File: config.mk
export PLATFORM = sky130hd
export DESIGN_NAME = hazard_forward_ctrl_flat
export DESIGN_NICKNAME = d
export VERILOG_FILES = /design/src/rtl/hazard_forward_ctrl_if.sv /design/src/rtl/hazard_forward_ctrl.sv /design/src/flat_wrapper.sv
export SDC_FILE = /design/constraint.sdc
export NUM_CORES = 1
export LEC_CHECK = 0
export ABC_AREA = 0
export CORE_ASPECT_RATIO = 0.6
export CORE_MARGIN = 1.5
export CORE_UTILIZATION = 48
export CTS_BUF_LIST = sky130_fd_sc_hd__clkbuf_16
export CTS_CLUSTER_SIZE = 10
export DETAILED_ROUTE_END_ITERATION = 6
export PLACE_DENSITY_LB_ADDON = 0.3
export SETUP_SLACK_MARGIN = 0.1
export SYNTH_ARGS = -nofsm -noshare
export SYNTH_HDL_FRONTEND = slang
export SYNTH_SLANG_ARGS = --single-unit
File: constraint.sdc
create_clock -name clk -period 5.3 [get_ports clk]
set_input_delay 1.06 -clock clk [delete_from_list [all_inputs] [get_ports clk]]
set_output_delay 1.06 -clock clk [all_outputs]
set_load 0.03 [all_outputs]
File: src/rtl/hazard_forward_ctrl_if.sv
// hazard_forward_ctrl_if: pipeline-side signals of the hazard/forwarding controller
interface hazard_forward_ctrl_if #(parameter int CNT_W = 32);
   logic [4:0]       id_rs1, id_rs2, ex_rs1, ex_rs2, ex_rd, mem_rd, wb_rd;
   logic             id_use_rs1, id_use_rs2, ex_mem_read, ex_branch_taken;
   logic             mem_reg_write, wb_reg_write, dmem_req, dmem_ready;
   logic [1:0]       fwd_a_sel, fwd_b_sel;
   logic             stall_if, bubble_ex, flush_id, freeze, fault;
   logic [CNT_W-1:0] stall_cnt, flush_cnt;
   modport master (
      output id_rs1, id_rs2, id_use_rs1, id_use_rs2, ex_rs1, ex_rs2, ex_rd, ex_mem_read,
             ex_branch_taken, mem_rd, mem_reg_write, wb_rd, wb_reg_write, dmem_req, dmem_ready,
      input  fwd_a_sel, fwd_b_sel, stall_if, bubble_ex, flush_id, freeze, fault, stall_cnt, flush_cnt
   );
   modport slave (
      input  id_rs1, id_rs2, id_use_rs1, id_use_rs2, ex_rs1, ex_rs2, ex_rd, ex_mem_read,
             ex_branch_taken, mem_rd, mem_reg_write, wb_rd, wb_reg_write, dmem_req, dmem_ready,
      output fwd_a_sel, fwd_b_sel, stall_if, bubble_ex, flush_id, freeze, fault, stall_cnt, flush_cnt
   );
endinterface

File: src/rtl/hazard_forward_ctrl.sv
// hazard_forward_ctrl: EX operand forwarding selects, load-use stall, branch flush, dmem freeze and perf counters
module hazard_forward_ctrl #(
   parameter int CNT_W   = 32,
   parameter int TIMEOUT = 255
) (
   input logic                 clk,
   input logic                 rst,
   hazard_forward_ctrl_if.slave bus
);
   localparam int WW = $clog2(TIMEOUT + 1);
   localparam logic [WW-1:0] TMO = WW'(TIMEOUT);
   typedef enum logic [1:0] {RUN, WAIT, FAULT} state_t;
   state_t           r_state, w_next;
   logic [WW-1:0]    r_wait_cnt, w_wait_nxt;
   logic [CNT_W-1:0] r_stall_cnt, r_flush_cnt;
   logic             w_load_use, w_decode, w_freeze, w_stall, w_bubble, w_flush;
   logic [1:0]       w_fwd_a, w_fwd_b;
   // forwarding selects: MEM beats WB, x0 never forwarded
   always_comb begin
      w_fwd_a = (bus.mem_reg_write && bus.mem_rd != 5'd0 && bus.mem_rd == bus.ex_rs1) ? 2'b10 :
                (bus.wb_reg_write && bus.wb_rd != 5'd0 && bus.wb_rd == bus.ex_rs1) ? 2'b01 : 2'b00;
      w_fwd_b = (bus.mem_reg_write && bus.mem_rd != 5'd0 && bus.mem_rd == bus.ex_rs2) ? 2'b10 :
                (bus.wb_reg_write && bus.wb_rd != 5'd0 && bus.wb_rd == bus.ex_rs2) ? 2'b01 : 2'b00;
      w_load_use = bus.ex_mem_read && bus.ex_rd != 5'd0 &&
                   ((bus.id_use_rs1 && bus.id_rs1 == bus.ex_rd) || (bus.id_use_rs2 && bus.id_rs2 == bus.ex_rd));
   end
   // dmem wait FSM: next state, freeze, and whether branch/load-use decode is live this cycle
   always_comb begin
      w_next     = r_state;
      w_wait_nxt = r_wait_cnt;
      w_freeze   = 1'b0;
      w_decode   = 1'b0;
      case (r_state)
         RUN: begin
            if (bus.dmem_req && !bus.dmem_ready) begin
               w_freeze   = 1'b1;
               w_next     = WAIT;
               w_wait_nxt = WW'(1);
            end else begin
               w_decode = 1'b1;
            end
         end
         WAIT: begin
            w_wait_nxt = r_wait_cnt + WW'(1);
            if (bus.dmem_ready) begin
               w_next   = RUN;
               w_decode = 1'b1;
            end else begin
               w_freeze = 1'b1;
               if (r_wait_cnt == TMO) w_next = FAULT;
            end
         end
         FAULT: w_freeze = 1'b1;
         default: w_next = RUN;
      endcase
      w_flush  = w_decode && bus.ex_branch_taken;
      w_stall  = w_decode && !bus.ex_branch_taken && w_load_use;
      w_bubble = w_decode && (bus.ex_branch_taken || w_load_use);
   end
   // state, wait counter and saturating performance counters
   always_ff @(posedge clk or posedge rst) begin
      if (rst) begin
         r_state     <= RUN;
         r_wait_cnt  <= '0;
         r_stall_cnt <= '0;
         r_flush_cnt <= '0;
      end else begin
         r_state    <= w_next;
         r_wait_cnt <= w_wait_nxt;
         if ((w_stall || w_freeze) && !(&r_stall_cnt)) r_stall_cnt <= r_stall_cnt + 1'b1;
         if (w_flush && !(&r_flush_cnt)) r_flush_cnt <= r_flush_cnt + 1'b1;
      end
   end
   // outputs are forced quiet while reset is held
   always_comb begin
      bus.fwd_a_sel = rst ? 2'b00 : w_fwd_a;
      bus.fwd_b_sel = rst ? 2'b00 : w_fwd_b;
      bus.stall_if  = !rst && w_stall;
      bus.bubble_ex = !rst && w_bubble;
      bus.flush_id  = !rst && w_flush;
      bus.freeze    = !rst && w_freeze;
      bus.fault     = r_state == FAULT;
      bus.stall_cnt = r_stall_cnt;
      bus.flush_cnt = r_flush_cnt;
   end
endmodule
File: src/flat_wrapper.sv
// flat-port wrapper written by rule: the top's interface ports become plain ports
module hazard_forward_ctrl_flat 
#(
   parameter int CNT_W   = 32,
   parameter int TIMEOUT = 255
)
  (clk, rst, bus_id_rs1, bus_id_rs2, bus_id_use_rs1, bus_id_use_rs2, bus_ex_rs1, bus_ex_rs2, bus_ex_rd, bus_ex_mem_read, bus_ex_branch_taken, bus_mem_rd, bus_mem_reg_write, bus_wb_rd, bus_wb_reg_write, bus_dmem_req, bus_dmem_ready, bus_fwd_a_sel, bus_fwd_b_sel, bus_stall_if, bus_bubble_ex, bus_flush_id, bus_freeze, bus_fault, bus_stall_cnt, bus_flush_cnt);
  hazard_forward_ctrl_if #(.CNT_W(CNT_W)) bus_i ();
  input logic clk;
  input logic rst;
  input wire logic [$bits(bus_i.id_rs1)-1:0] bus_id_rs1;
  input wire logic [$bits(bus_i.id_rs2)-1:0] bus_id_rs2;
  input wire logic [$bits(bus_i.id_use_rs1)-1:0] bus_id_use_rs1;
  input wire logic [$bits(bus_i.id_use_rs2)-1:0] bus_id_use_rs2;
  input wire logic [$bits(bus_i.ex_rs1)-1:0] bus_ex_rs1;
  input wire logic [$bits(bus_i.ex_rs2)-1:0] bus_ex_rs2;
  input wire logic [$bits(bus_i.ex_rd)-1:0] bus_ex_rd;
  input wire logic [$bits(bus_i.ex_mem_read)-1:0] bus_ex_mem_read;
  input wire logic [$bits(bus_i.ex_branch_taken)-1:0] bus_ex_branch_taken;
  input wire logic [$bits(bus_i.mem_rd)-1:0] bus_mem_rd;
  input wire logic [$bits(bus_i.mem_reg_write)-1:0] bus_mem_reg_write;
  input wire logic [$bits(bus_i.wb_rd)-1:0] bus_wb_rd;
  input wire logic [$bits(bus_i.wb_reg_write)-1:0] bus_wb_reg_write;
  input wire logic [$bits(bus_i.dmem_req)-1:0] bus_dmem_req;
  input wire logic [$bits(bus_i.dmem_ready)-1:0] bus_dmem_ready;
  output wire logic [$bits(bus_i.fwd_a_sel)-1:0] bus_fwd_a_sel;
  output wire logic [$bits(bus_i.fwd_b_sel)-1:0] bus_fwd_b_sel;
  output wire logic [$bits(bus_i.stall_if)-1:0] bus_stall_if;
  output wire logic [$bits(bus_i.bubble_ex)-1:0] bus_bubble_ex;
  output wire logic [$bits(bus_i.flush_id)-1:0] bus_flush_id;
  output wire logic [$bits(bus_i.freeze)-1:0] bus_freeze;
  output wire logic [$bits(bus_i.fault)-1:0] bus_fault;
  output wire logic [$bits(bus_i.stall_cnt)-1:0] bus_stall_cnt;
  output wire logic [$bits(bus_i.flush_cnt)-1:0] bus_flush_cnt;
  assign bus_i.id_rs1 = bus_id_rs1;
  assign bus_i.id_rs2 = bus_id_rs2;
  assign bus_i.id_use_rs1 = bus_id_use_rs1;
  assign bus_i.id_use_rs2 = bus_id_use_rs2;
  assign bus_i.ex_rs1 = bus_ex_rs1;
  assign bus_i.ex_rs2 = bus_ex_rs2;
  assign bus_i.ex_rd = bus_ex_rd;
  assign bus_i.ex_mem_read = bus_ex_mem_read;
  assign bus_i.ex_branch_taken = bus_ex_branch_taken;
  assign bus_i.mem_rd = bus_mem_rd;
  assign bus_i.mem_reg_write = bus_mem_reg_write;
  assign bus_i.wb_rd = bus_wb_rd;
  assign bus_i.wb_reg_write = bus_wb_reg_write;
  assign bus_i.dmem_req = bus_dmem_req;
  assign bus_i.dmem_ready = bus_dmem_ready;
  assign bus_fwd_a_sel = bus_i.fwd_a_sel;
  assign bus_fwd_b_sel = bus_i.fwd_b_sel;
  assign bus_stall_if = bus_i.stall_if;
  assign bus_bubble_ex = bus_i.bubble_ex;
  assign bus_flush_id = bus_i.flush_id;
  assign bus_freeze = bus_i.freeze;
  assign bus_fault = bus_i.fault;
  assign bus_stall_cnt = bus_i.stall_cnt;
  assign bus_flush_cnt = bus_i.flush_cnt;
  hazard_forward_ctrl #(.CNT_W(CNT_W), .TIMEOUT(TIMEOUT)) u_core (.clk(clk), .rst(rst), .bus(bus_i));
endmodule
* After elaboration in Yosys (flattened, before gate mapping) *
Index checks and enable logic that the tools add are counted.

cells by class
  div/mod/pow operators = 0
  bitwise gates (word level) = 1
  eq/ne operators = 11
  reductions and logical operators = 38
  multiplexer cells = 18
  add/sub/neg operators = 3
  shift-type cells = 0
  multiply operators = 0
  order comparisons = 0

operators with widths
  operator                                       count
  adder 32 x 1 -> 32 bit, second input constant  2
  AND reduction 32 bit                           2
  == test 5 bit                                  6
  logical AND 1 bit                              21
  case mux 8 bit (2 select lines)                1
  nonzero test 5 bit                             3
  2-to-1 mux 2 bit                               7
  adder 8 x 1 -> 8 bit, second input constant    1
  == test 8 bit, second input constant           1
  2-to-1 mux 8 bit                               1
  2-to-1 mux 1 bit                               6
  case mux 2 bit (3 select lines)                1
  logical NOT 1 bit                              5
  logical OR 1 bit                               3
  != test 3 x 2 -> 1 bit, second input constant  1
  case mux 1 bit (3 select lines)                1
  AND reduction 3 bit                            1
  == test 2 x 1 -> 1 bit, second input constant  1
  == test 2 bit, second input constant           1
  logical NOT 2 bit                              1
  != test 2 x 1 -> 1 bit, second input constant  1
  case mux 1 bit (2 select lines)                1
  AND reduction 2 bit                            1
  nonzero test 2 bit                             1
  inverter 1 bit                                 1

word-level totals
  latch bits = 0
  memories kept = 0
  bits in writable memories = 0
  ROM bits = 0
  register bits = 74
  output and inout port bits = 73

* Longest topological paths before layout *
Gate-level depths: netlist of the first run.

  depth after elaboration = 8
  mapped depth = 9

* Worst setup path before layout of the first run *
Ideal clock, no wire load.

  path type = input to output
  start = in rst
  end = out bus_fwd_b_sel[0]
  path slack = -0.141 ns
  data required time = 4.240 ns
  arrival = 4.381 ns
  cell stages on the path = 4
  path buffers = 0
  cells stage by stage = inv_1 -> o211ai_1 -> or4_1 -> nor4_1

between the ends
  cells in the longest elaborated chain, start to end = 1

RTL lines
  what              RTL line                   source
  from (decl)       flat_wrapper.sv:10         input logic rst;
  2-to-1 mux 2 bit  hazard_forward_ctrl.sv:77  bus.fwd_b_sel = rst ? 2'b00 : w_fwd_b;
  to (decl)         flat_wrapper.sv:27         output wire logic [$bits(bus_i.fwd_b_sel)-1:0] bus_fwd_b_sel;

No other way between the ends.

* Worst setup path after layout of the first run *
  start = in bus_mem_rd[1]
  end = out bus_fwd_b_sel[0]

between the ends
  cells in the longest elaborated chain, start to end = 5
  elaborated cells on any way between the ends = 6
  classes of those cells = eq/ne (1); mux (2); reduce/logical (3)

RTL lines
  what                   RTL line                   source
  from (decl)            flat_wrapper.sv:20         input wire logic [$bits(bus_i.mem_rd)-1:0] bus_mem_rd;
  nonzero test 5 bit     hazard_forward_ctrl.sv:22  w_fwd_b = (bus.mem_reg_write && bus.mem_rd != 5'd0 && bus.mem_rd == bus.ex_rs2) ? 2'b10 :
  logical AND 1 bit      hazard_forward_ctrl.sv:22
  logical AND 1 bit (*)  hazard_forward_ctrl.sv:22
  2-to-1 mux 2 bit (*)   hazard_forward_ctrl.sv:22
  2-to-1 mux 2 bit (*)   hazard_forward_ctrl.sv:77

Every way passes the cells marked *; elsewhere a longest branch is shown, timed or not.

==> results of run 1 <==
[metal layers]
metal,routed length (um),track usage (%)
met5,0,0
met4,61,6.013
met3,714,7.376
met2,4288,37.78
met1,4689,31.56
[power by group through the flow]
stage	clock network, mW	registers (mW)	logic [mW]
6_report	0.592	0.703	0.406
5_1_grt	0.626	0.715	0.438
4_1_cts	0.603	0.702	0.410
3_5_place_dp	0	0.710	0.409
3_3_place_gp	0	0.705	0.399
2_1_floorplan	0	0.793	0.136
[critical path: stages]
cell and delay (ps):
clkdlybuf4s50_1 480, or4_1 550, o21ai_0 370, nor3_1 120
nor4_1 330, clkdlybuf4s50_1 730
[final cells by class]
type                            instances  area (sq um)  share of cell area (%)
Multi-Input combinational cell        311          2033                   36.73
Sequential cell                        74          1852                   33.45
Timing Repair Buffer                  119          1186                   21.43
Clock buffer                            9         225.2                   4.069
Tap cell                              108         135.1                   2.441
Clock inverter                          7         70.07                   1.266
Inverter                                8         33.78                  0.6103
[cells by family (layout without fill, tap and decap cells)]
kind of cell / Yosys count / in the layout
buffers and inverters: 16 / 143
DFF: 74 / 74
and+or+nand+nor: 189 / 189
AOI/OAI and AO/OA: 26 / 26
muxes: 2 / 2
xor gates and xnor gates: 91 / 91
adders and majority gates: 3 / 3
[cells in the mapped netlist, types with 2 or more instances]
| library cell | instances |
|---|---|
| a21o_1 | 2 |
| a21oi_1 | 4 |
| and2_1 | 8 |
| and3_1 | 14 |
| and4_1 | 4 |
| buf_2 | 3 |
| buf_6 | 2 |
| clkbuf_1 | 3 |
| dfrtp_1 | 74 |
| ha_1 | 3 |
| inv_1 | 8 |
| nand2_1 | 47 |
| nand2b_1 | 2 |
| nand3_1 | 28 |
| nand4_1 | 21 |
| nor2_1 | 18 |
| nor2b_1 | 4 |
| nor3_1 | 18 |
| nor3b_1 | 2 |
| nor4_1 | 7 |
| o21ai_0 | 11 |
| o31ai_1 | 2 |
| or2_1 | 2 |
| or2_2 | 2 |
| or4_1 | 5 |
| xnor2_1 | 64 |
| xor2_1 | 27 |
[flip-flops by register name (all words and copies together), names as in the netlist]
signal                count
u_core.bus.stall_cnt     32
u_core.bus.flush_cnt     32
u_core.r_state            2
u_core.r_wait_cnt         8
[cell usage in the layout (no fill, tap or decap), types with 2 or more instances in the layout]
master           count
clkinvlp_4           2
nand2b_1             2
buf_4                2
inv_1                7
nor4_1               7
xor2_1              27
a21oi_1              4
nor3_1              18
nand4_1             21
or2_2                2
dfrtp_1             74
clkinv_4             2
and2_1               8
nand2_1             47
xnor2_1             64
ha_1                 3
clkbuf_16            9
o31ai_1              2
and4_1               4
nor3b_1              2
clkinv_2             3
nor2b_1              4
a21o_1               2
or2_1                2
or4_1                5
nor2_1              18
nand3_1             28
and3_1              14
o21ai_0             11
clkdlybuf4s50_1    117
[worst min path at each step]
stage                              from                       end  depth (start not counted)
2_1_floorplan      u_core.r_wait_cnt[7]      u_core.r_wait_cnt[7]                          1
3_3_place_gp       u_core.r_wait_cnt[7]      u_core.r_wait_cnt[7]                          1
3_5_place_dp       u_core.r_wait_cnt[7]      u_core.r_wait_cnt[7]                          1
4_1_cts            u_core.r_wait_cnt[7]      u_core.r_wait_cnt[7]                          1
5_1_grt        u_core.bus.stall_cnt[12]  u_core.bus.stall_cnt[12]                          1
6_report       u_core.bus.stall_cnt[12]  u_core.bus.stall_cnt[12]                          1
==> impl_metrics.json, run 1 <==
{
  "status": "finished, final reports clean",
  "clockBufferDepth": 2,
  "synth_compound_area_share_pct": 4.072,
  "grt_max_degree": 44,
  "antenna_found_initial": 0,
  "ys_warn_count": 0,
  "ys.flop_type": "dfrtp_1",
  "fin_util_pct": 69.67,
  "die_h_um": 73.39,
  "drt_iter0_markers": 148,
  "grt_pass1_vias": 3388,
  "syn_nets": 449,
  "muxShareOfSynthArea_pct": 0.5366,
  "cts_buffers": 9,
  "drv_cap": 0,
  "ctsHtreeMaxLevel": 3,
  "tightest_slew_ps": 771.1,
  "endpoint": "bus_fwd_b_sel[0]",
  "synth.distinct_cells": 43,
  "fin_ws_ps": 614.5,
  "yosysSeqAreaShare_pct": 46.72,
  "powerDensity_nw_per_um2": 307.4,
  "wirelength_um": 9754,
  "wl_per_cell_um": 15.34,
  "seqPwrFrac_pct": 41.3,
  "synth.area.top_cells": "dfrtp_1 47%, xnor2_1 14%, xor2_1 6.0%, nand2_1 4.5%, nand3_1 3.5%",
  "fin_tns_setup_ps": 0,
  "path_clk_slew_ps": 60,
  "place_area_sq_um": 5240,
  "cts_sinks": 74,
  "die_area_sq_um": 8830,
  "preCtsSetupSlack_ps": 659.5,
  "critPathArrivalTime_ps": 3630,
  "required_ps": 4240,
  "start_util_pct": 49.89,
  "drv_slew": 0,
  "post_cts_buffers": 0,
  "die_w_um": 120.3,
  "place.gp.congestion": 0.7978,
  "finalHoldViolations": 0,
  "worstHoldPathType": "reg -> reg",
  "grt_use_total_pct": 23.57,
  "clockRootBuffer": "clkbuf_16",
  "grt_pass1_wl_um": 16210,
  "rr_startpoint": "u_core.r_state[0]",
  "drt-vias-per-instance": 5.357,
  "syn2layout_area_growth_pct": 39.65,
  "period_minus_slack_ps": 4686,
  "synth-simple-area-share_pct": 25.63,
  "cts_tree": "done",
  "core_sq_um": 7945,
  "diodes": 0,
  "detail-route-antenna-nets": 0,
  "synth_top_area_share_pct": 46.72,
  "p_int_mw": 1.174,
  "setup_viol": 0,
  "power_leakage_nw": 2.288,
  "fmax_mhz": 213.4,
  "vdd_drop_max_v": 0.0001990,
  "fin_area_sq_um": 5535,
  "finalCritPeriodShare_pct": 88.41,
  "yosysTopAreaCell": "dfrtp_1",
  "synth_area_sq_um": 3964,
  "insertion_delay_ps": 330,
  "rsz0062_at_grt": "no",
  "drive_gt1_share_pct": 5.114,
  "final_nets": 571,
  "firstDrtPassIters": 5,
  "rows": 25,
  "fin_hold_ws_ps": 497.4,
  "syn_inst": 401,
  "synthAdderAreaFrac_pct": 0.9470,
  "fin_cells": 636,
  "power_frac_clock_pct": 34.8,
  "synthArstFlopShare_pct": 100.0,
  "holdBufCountCts": 0,
  "io_buffers": 117,
  "synth_edf_count": 0,
  "post-dp-hpwl_um": 7480,
  "rrSetupSlack_ps": 2790,
  "synth_top_family_by_area": "simple AND/OR/NAND/NOR gates",
  "top_level_ports": 118,
  "finalPower_mw": 1.701,
  "p_sw_share_pct": 30.98,
  "ys_ff_latch": 74,
  "crit_type": "in -> out",
  "worst_r2r_path_depth": 6,
  "p_sw_mw": 0.5271,
  "end_kind": "output pin",
  "via_count": 3407,
  "reg2reg_to": "u_core.bus.flush_cnt[14]",
  "start_kind": "primary input",
  "fin_worst_skew_ps": 10.26,
  "max-slew-margin-rel_pct": 48.59,
  "fillerInstances": 614,
  "drc_errors": 0,
  "combPwrFrac_pct": 23.9,
  "dp.cells": 620,
  "crit_start": "bus_mem_rd[1]",
  "critPathMaxFanout": 4,
  "avgSynthCellArea_sq_um": 9.885,
  "ctsResizeCount": 0,
  "synth-xor-area-share_pct": 20.11,
  "gr-total-overflow": 0
}
(Power assumes the default switching activity.)
==> run 2, diff against run 1 <==
- CAP_MARGIN: not set -> 20
==> results of run 2 <==
Final layout, timing and power as in run 1 (identical DEF).
